===== src/rtl/virq_pkg.sv =====
// Shared types and constants for the vectored-interrupt arbiter.
// prio4 is the fixed-priority encoder: the lowest set bit wins.
package virq_pkg;

    localparam int NSRC = 4;

    localparam logic [8:0] VEC_KBD60  = 9'o060;
    localparam logic [8:0] VEC_KBD274 = 9'o274;
    localparam logic [8:0] VEC_TIMER  = 9'o100;

    typedef enum logic [1:0] {
        IDLE = 2'd0,
        PEND = 2'd1,
        ACK  = 2'd2,
        GAP  = 2'd3
    } state_t;

    // Returns {found, idx}; found=0 when nothing is eligible.
    function automatic logic [2:0] prio4(input logic [NSRC-1:0] eligible);
        logic [2:0] res;
        res = 3'b000;
        if (eligible[0])      res = 3'b100;
        else if (eligible[1]) res = 3'b101;
        else if (eligible[2]) res = 3'b110;
        else if (eligible[3]) res = 3'b111;
        return res;
    endfunction

endpackage


===== src/rtl/virq_arbiter.sv =====
// Fixed-priority sharing of the CPU vectored-interrupt input among four
// peripherals, routing the CPU iack back as a per-source ack level.
//
// state | meaning
// ------+---------------------------------------------------------------
// IDLE  | nothing presented; arbitrate eligible requests
// PEND  | cpu_virq high with the latched vector, waiting for cpu_iack
// ACK   | virq_ack[idx] high until the source drops its request or times out
// GAP   | one quiet cycle so the ack falling edge precedes any new grant
module virq_arbiter
    import virq_pkg::*;
#(
    parameter logic [8:0] VEC0    = VEC_KBD60,
    parameter logic [8:0] VEC1    = VEC_KBD274,
    parameter logic [8:0] VEC2    = VEC_TIMER,
    parameter logic [8:0] VEC3    = 9'o000,
    parameter int         TIMEOUT = 255
) (
    input  logic            clk_bus,
    input  logic            bus_reset,
    input  logic [NSRC-1:0] virq_req,
    input  logic [NSRC-1:0] virq_mask,
    output logic [NSRC-1:0] virq_ack,
    output logic            cpu_virq,
    output logic [8:0]      cpu_vector,
    input  logic            cpu_iack,
    output logic            ack_timeout,
    output logic            busy
);

    localparam logic [NSRC-1:0] ENABLED = {VEC3 != 9'd0, VEC2 != 9'd0,
                                           VEC1 != 9'd0, VEC0 != 9'd0};
    localparam logic [7:0] TO_LAST = 8'(TIMEOUT - 1);
    localparam logic [7:0] CNT_MAX = 8'hFF;

    state_t          state;
    state_t          state_nxt;
    logic [1:0]      idx;
    logic [8:2]      vec_q;
    logic [7:0]      cnt;
    logic            to_q;

    logic [NSRC-1:0] eligible;
    logic [2:0]      sel;
    logic [8:2]      sel_vec;
    logic            req_held;
    logic            expire;

    assign eligible = virq_req & ~virq_mask & ENABLED;
    assign sel      = prio4(eligible);
    assign req_held = virq_req[idx];
    assign expire   = req_held && (cnt == TO_LAST);

    // Vector bits [1:0] are never stored, so the presented vector is always word aligned.
    always_comb begin
        sel_vec = VEC0[8:2];
        case (sel[1:0])
            2'd0:    sel_vec = VEC0[8:2];
            2'd1:    sel_vec = VEC1[8:2];
            2'd2:    sel_vec = VEC2[8:2];
            default: sel_vec = VEC3[8:2];
        endcase
    end

    always_ff @(posedge clk_bus) begin
        if (bus_reset) begin
            state <= IDLE;
        end else begin
            state <= state_nxt;
        end
    end

    always_comb begin
        state_nxt = state;
        case (state)
            IDLE: begin
                if (sel[2]) state_nxt = PEND;
            end
            PEND: begin
                if (cpu_iack)       state_nxt = ACK;
                else if (!req_held) state_nxt = IDLE;
            end
            ACK: begin
                if (!req_held || expire) state_nxt = GAP;
            end
            GAP: begin
                state_nxt = IDLE;
            end
            default: state_nxt = IDLE;
        endcase
    end

    // Grant bookkeeping: winner index/vector, ack-duration counter, timeout flag.
    always_ff @(posedge clk_bus) begin
        if (bus_reset) begin
            idx   <= 2'd0;
            vec_q <= '0;
            cnt   <= 8'd0;
            to_q  <= 1'b0;
        end else begin
            to_q <= (state == ACK) && expire;
            if (state == IDLE && sel[2]) begin
                idx   <= sel[1:0];
                vec_q <= sel_vec;
            end
            if (state == PEND && cpu_iack) begin
                cnt <= 8'd0;
            end else if (state == ACK && cnt != CNT_MAX) begin
                cnt <= cnt + 8'd1;
            end
        end
    end

    always_comb begin
        cpu_virq    = 1'b0;
        cpu_vector  = 9'd0;
        virq_ack    = '0;
        busy        = (state != IDLE);
        ack_timeout = to_q;
        case (state)
            PEND: begin
                cpu_virq   = 1'b1;
                cpu_vector = {vec_q, 2'b00};
            end
            ACK: begin
                virq_ack[idx] = 1'b1;
            end
            default: ;
        endcase
    end

endmodule


===== config.mk =====
export PLATFORM = sky130hd
export DESIGN_NAME = virq_arbiter
export DESIGN_NICKNAME = d
export VERILOG_FILES = /design/src/rtl/virq_pkg.sv /design/src/rtl/virq_arbiter.sv
export SDC_FILE = /design/constraint.sdc
export NUM_CORES = 1
export LEC_CHECK = 0
export CORE_MARGIN = 8
export CORE_UTILIZATION = 35
export DETAILED_ROUTE_END_ITERATION = 10
export GPL_TIMING_DRIVEN = 0
export PLACE_DENSITY = 0.69
export SYNTH_ARGS = -nofsm -noshare
export SYNTH_HDL_FRONTEND = slang
export SYNTH_SLANG_ARGS = --single-unit

===== constraint.sdc =====
create_clock -name clk_bus -period 2.2 [get_ports clk_bus]
set_input_delay 0.33 -clock clk_bus [delete_from_list [all_inputs] [get_ports clk_bus]]
set_output_delay 0.33 -clock clk_bus [all_outputs]
set_load 0.01 [all_outputs]

# After elaboration in Yosys (flattened, before gate mapping)
# Cells that the tools add are included.
# totals
elab_cells	49
mem_bits_ro	0
inputBits	11
regBits	20
out_inout_bits	16
mem_count	0
ram_bits	0
latch_bits	0
# op_classes
n_div	0
eq_ne	10
n_shift	0
order_cmp	2
multipliers	0
mux	16
addsub	1
n_reduce_logical	13
n_bitwise	2
# ops
op	n
6-bit one-hot mux with 3 select lines	1
3-bit two-way mux	3
9-bit two-way mux	1
8-bit by 1-bit adder with 8-bit output (second input constant)	1
8-bit equality test (second input constant)	1
2-bit two-way mux	4
8-bit inequality test (second input constant)	1
2-bit one-hot mux with 4 select lines	1
2-bit equality test (second input constant)	3
1-bit logical AND	6
2-bit by 1-bit equality test with 1-bit output (second input constant)	2
2-bit logical NOT	2
4-bit two-way mux	1
2-bit inequality test (second input constant)	2
3-bit AND	1
2-bit by 3-bit < comparator with 1-bit output (second input constant)	1
1-bit two-way mux	3
3-bit inequality test (second input constant)	1
3-bit inverter	1
3-bit AND reduction	1
1-bit binary-select mux with 2-bit select	1
1-bit demux with 2-bit select	1
2-bit by 1-bit >= comparator with 1-bit output (second input constant)	1
2-bit nonzero test	1
other kinds (3)	3

# Logic depth before layout (Yosys ltp)
# logic_depth
depth_word	7
depth_mapped	5
mapped_depth_nobuf	5

# Worst setup path after synthesis
# OpenSTA, ideal clock, no wires.
# synth_path
kind	reg-to-reg
start	reg cnt[0]
end	reg cnt[7]
setup_ps	119
t_arrival_ps	1361
synth_period_minus_slack_ps	1480
path_buffers	0
stages_incl_launch_ff	6
required_ps	2081
slack_ps	720
cell_sequence	dfxtp_1 -> ha_1 -> and3_1 -> a2111oi_4 -> xnor2_1 -> nor2_2
# synth_between
elab_chain_len	2
word_cells_on_any_way	3
classes_between	1 x add/sub; 1 x eq/ne; 1 x reduce/logical
# synth_lines
item	line	source
from (decl)	virq_arbiter.sv:40	logic [7:0] cnt;
from (signal assigned)	virq_arbiter.sv:109	cnt <= cnt + 8'd1;
parallel branches: the longest is 2 deep, another holds 8-bit by 1-bit adder with 8-bit output	-	
# Parallel ways; which one is timed is not known.
# A chain may end at the register's enable or synchronous reset.

# Worst setup path after layout
# layout_path
start	reg state[0]
end	out cpu_vector[7]
# layout_between
elab_chain_len	2
# layout_lines
item	line	source
from (decl)	virq_arbiter.sv:36	state_t state;
from (signal assigned)	virq_arbiter.sv:69	state <= state_nxt;
2-bit by 1-bit equality test with 1-bit output	virq_arbiter.sv:120	case (state)
9-bit two-way mux	virq_arbiter.sv:120	
to (decl)	virq_arbiter.sv:25	output logic [8:0] cpu_vector,
# Every way passes these cells.

==> flow_metrics.py <==
metrics = {
    "global_route": {
        "met3_usage_pct": 3.73,
        "grt_pass1_vias": 751,
        "busiest_layer": "met2",
        "grt_pass1_wl_mm": 3.43,
        "grtUsageMet1_pct": 10.6,
        "track_usage_pct": 9.85,
        "grt_overflow": 0,
        "grt_util_met2_pct": 16.5,
        "grt_max_degree": 10,
        "antenna_found_initial": 0,
    },
    "clock_network": {
        "cts-root-buf": "clkbuf_4",
        "cts_hold_buffers": 0,
        "path_clk_slew_ps": 90,
        "cts_buffers": 3,
        "htree_num_levels": 1,
        "clkSinkCount": 16,
        "clock_path_buffers": 2,
        "postCtsSetupBuffers": 0,
        "cts_resized": 1,
        "clk_latency_ps": 280,
        "cts_tree": "yes",
    },
    "place": {
        "preCtsSetupSlack_ps": 248,
        "gp_congestion": 0.764,
        "hpwl_mm": 1.64,
        "dpl_cell_area_mm2": 0.00114,
        "numPortBuffers": 21,
        "dp_cells": 155,
    },
    "worst_setup_path": {
        "crit_chain": "nor2b_4, and2_1, buf_4, clkdlybuf4s50_1",
        "critical_path.max_stage_delay_ps": 520,
        "slowest_stage": "clkdlybuf4s50_1",
        "crit_fanout": 8,
        "crit_path_start_kind": "register",
        "cp_data_required_time_ps": 1870,
        "arrival_ps": 1720,
        "crit_type": "reg -> out",
        "end_kind": "primary output",
    },
    "sta": {
        "setup_slack_ps": 152,
        "worst_pin_slew_ps": 525,
        "fin_crit_sh_pct": 93.1,
        "slew_headroom_pct": 64.7,
        "fmax_mhz": 488,
        "rsz0062_at_grt": "no",
        "fin_crit_ps": 2050,
        "final_hold_viol_count": 0,
        "slew_viol_final": 0,
        "clock_skew_ps": 2.55,
        "finalSetupViolations": 0,
        "tns_ps": 0,
    },
    "layout": {
        "instances_no_fill": 159,
        "area_growth_pct": 34.2,
        "fillCellCount": 270,
        "final_area_mm2": 0.00119,
        "fin_nets": 143,
        "mostFrequentLayoutCell": "clkdlybuf4s50_1",
        "final_cell_mix": "21 x clkdlybuf4s50_1, 14 x dfxtp_1, 10 x nor2_1",
        "drive_above_1_share_pct": 15.5,
        "diodes": 0,
    },
    "power": {
        "switchingPower_mw": 0.172,
        "max-vdd-ir-drop_v": 0.000469,
        "swShare_pct": 26.4,
        "finalPower_mw": 0.651,
        "seqPwrFrac_pct": 49.7,
        "leakage_nw": 0.455,
        "pwr-share-clk_pct": 29.5,
        "power_density_mw_per_mm2": 546,
        "p_comb_share_pct": 20.9,
        "p_int_mw": 0.480,
    },
    "flow_run": {
        "max_cap_viol_count": 0,
    },
    "floorplanning": {
        "die-width_um": 66.4,
        "num_rows": 18,
        "coreArea_mm2": 0.00243,
        "initial_utilization_pct": 36.5,
        "dieArea_mm2": 0.00441,
        "num_io_pins": 27,
        "die-height_um": 66.4,
    },
    "yosys": {
        "ys_warn_count": 0,
        "netlist_area_um2": 888,
        "netlist_instances": 102,
        "ys_seq_area_share_pct": 36.1,
        "ys_types": 35,
        "syn_avg_cell_area_um2": 8.71,
        "ys_ff_latch": 16,
    },
    "routing": {
        "drtIter0Drc": 17,
        "wire_per_inst_um": 12.9,
        "via_count": 781,
        "drcViolationCount": 0,
        "wl_mm": 2.06,
        "drtPass1Iterations": 4,
        "ant_nets": 0,
        "vias_per_cell": 4.91,
    },
    "run_status": {
        "status": "complete, no violations",
    },
    "min_path": {
        "hp-class": "in -> reg",
    },
}
Yosys cell counts:
cell | instances | area, µm²
conb_1 | 1 | 3.75
nor3b_1 | 1 | 7.51
a221oi_1 | 1 | 8.76
a211oi_1 | 3 | 22.5
and3_1 | 2 | 12.5
inv_1 | 4 | 15.0
nand2b_1 | 1 | 6.26
nand4_1 | 3 | 18.8
nand2_1 | 8 | 30.0
nor3_1 | 2 | 10.0
a21o_1 | 1 | 7.51
nor2_1 | 10 | 37.5
xor2_1 | 2 | 17.5
and2_1 | 4 | 25.0
xnor2_1 | 4 | 35.0
o31ai_1 | 1 | 7.51
nor2b_1 | 5 | 31.3
a21bo_2 | 1 | 10.0
nor2_2 | 1 | 6.26
ha_1 | 2 | 25.0
buf_4 | 6 | 45.0
o21ai_0 | 1 | 5.00
dfxtp_1 | 16 | 320
or3_1 | 1 | 6.26
mux4_2 | 1 | 22.5
and4_2 | 1 | 10.0
nand3_1 | 4 | 20.0
a2111oi_4 | 1 | 27.5
o2111a_1 | 1 | 11.3
and4b_1 | 1 | 10.0
nand4b_2 | 1 | 15.0
nor4_1 | 1 | 6.26
buf_1 | 1 | 3.75
a21oi_1 | 8 | 40.0
nand3b_1 | 1 | 7.51
sequential cells by signal (all words and copies together) (netlist names), named ones only:
| name | count |
|---|---|
| idx | 2 |
| vec_q | 3 |
| ack_timeout | 1 |
| state | 1 |
| cnt | 8 |
power by group through the flow:
| stage | Sequential [mW] | Clock [mW] | Combinational (mW) |
|---|---|---|---|
| finish | 0.324 | 0.192 | 0.136 |
| floorplan | 0.323 | 0 | 0.0804 |
| detailed placement | 0.328 | 0 | 0.133 |
| global placement | 0.328 | 0 | 0.131 |
| CTS | 0.321 | 0.197 | 0.135 |
| global route | 0.327 | 0.213 | 0.150 |
routing by layer:
metal	vias to the layer above	wire length [µm]
met5	-	0
met2	21	935
li1	408	-
met4	0	33
met1	348	911
met3	4	179
layout make-up:
| type | instances | area (µm²) | share of cell area, % |
|---|---|---|---|
| repair buffers | 21 | 210 | 17.6 |
| clock buffers | 4 | 36.3 | 3.04 |
| multi-input cells | 77 | 522 | 43.8 |
| flip-flops and latches | 16 | 323 | 27.1 |
| plain buffers | 7 | 48.8 | 4.09 |
| well taps | 30 | 37.5 | 3.15 |
| inverters | 4 | 15.0 | 1.26 |
cells by family (layout without fill, tap and decap cells):
group,after synthesis,after routing,share of synthesized area [%]
other cells,1,3,0.422
fa+ha+maj,2,2,2.82
mux,1,1,2.54
xor+xnor,6,6,5.92
flops,16,16,36.1
compound gates,18,18,15.8
simple gates,47,47,29.3
buf+inv,11,36,7.18
worst paths after layout:
path	from	slack [ps]	depth (start not counted)	end
min reg2reg	vec_q[3]$_SDFFE_PP0P_	460	2	vec_q[3]$_SDFFE_PP0P_
max reg2reg	cnt[0]$_SDFFE_PP0P_	570	5	cnt[2]$_SDFFE_PP0P_
min	bus_reset	380	2	register
max	state[0]$_SDFFE_PP0P_	150	4	cpu_vector[7]
through the flow:
step / util, % / hold WS (ps)
4_1_cts: 48.6 / 389
3_5_place_dp: 47.0 / 451
5_1_grt: 49.0 / 423
6_report: 49.0 / 381
2_1_floorplan: - / 432
3_3_place_gp: 47.0 / 440
worst max-delay path: cells and delay by family (launching register included):
kind,cells,cell delay (ps)
buffers and inverters,2,630
DFF,1,410
and+or+nand+nor,2,390
Power figures use the tool's default switching activity.
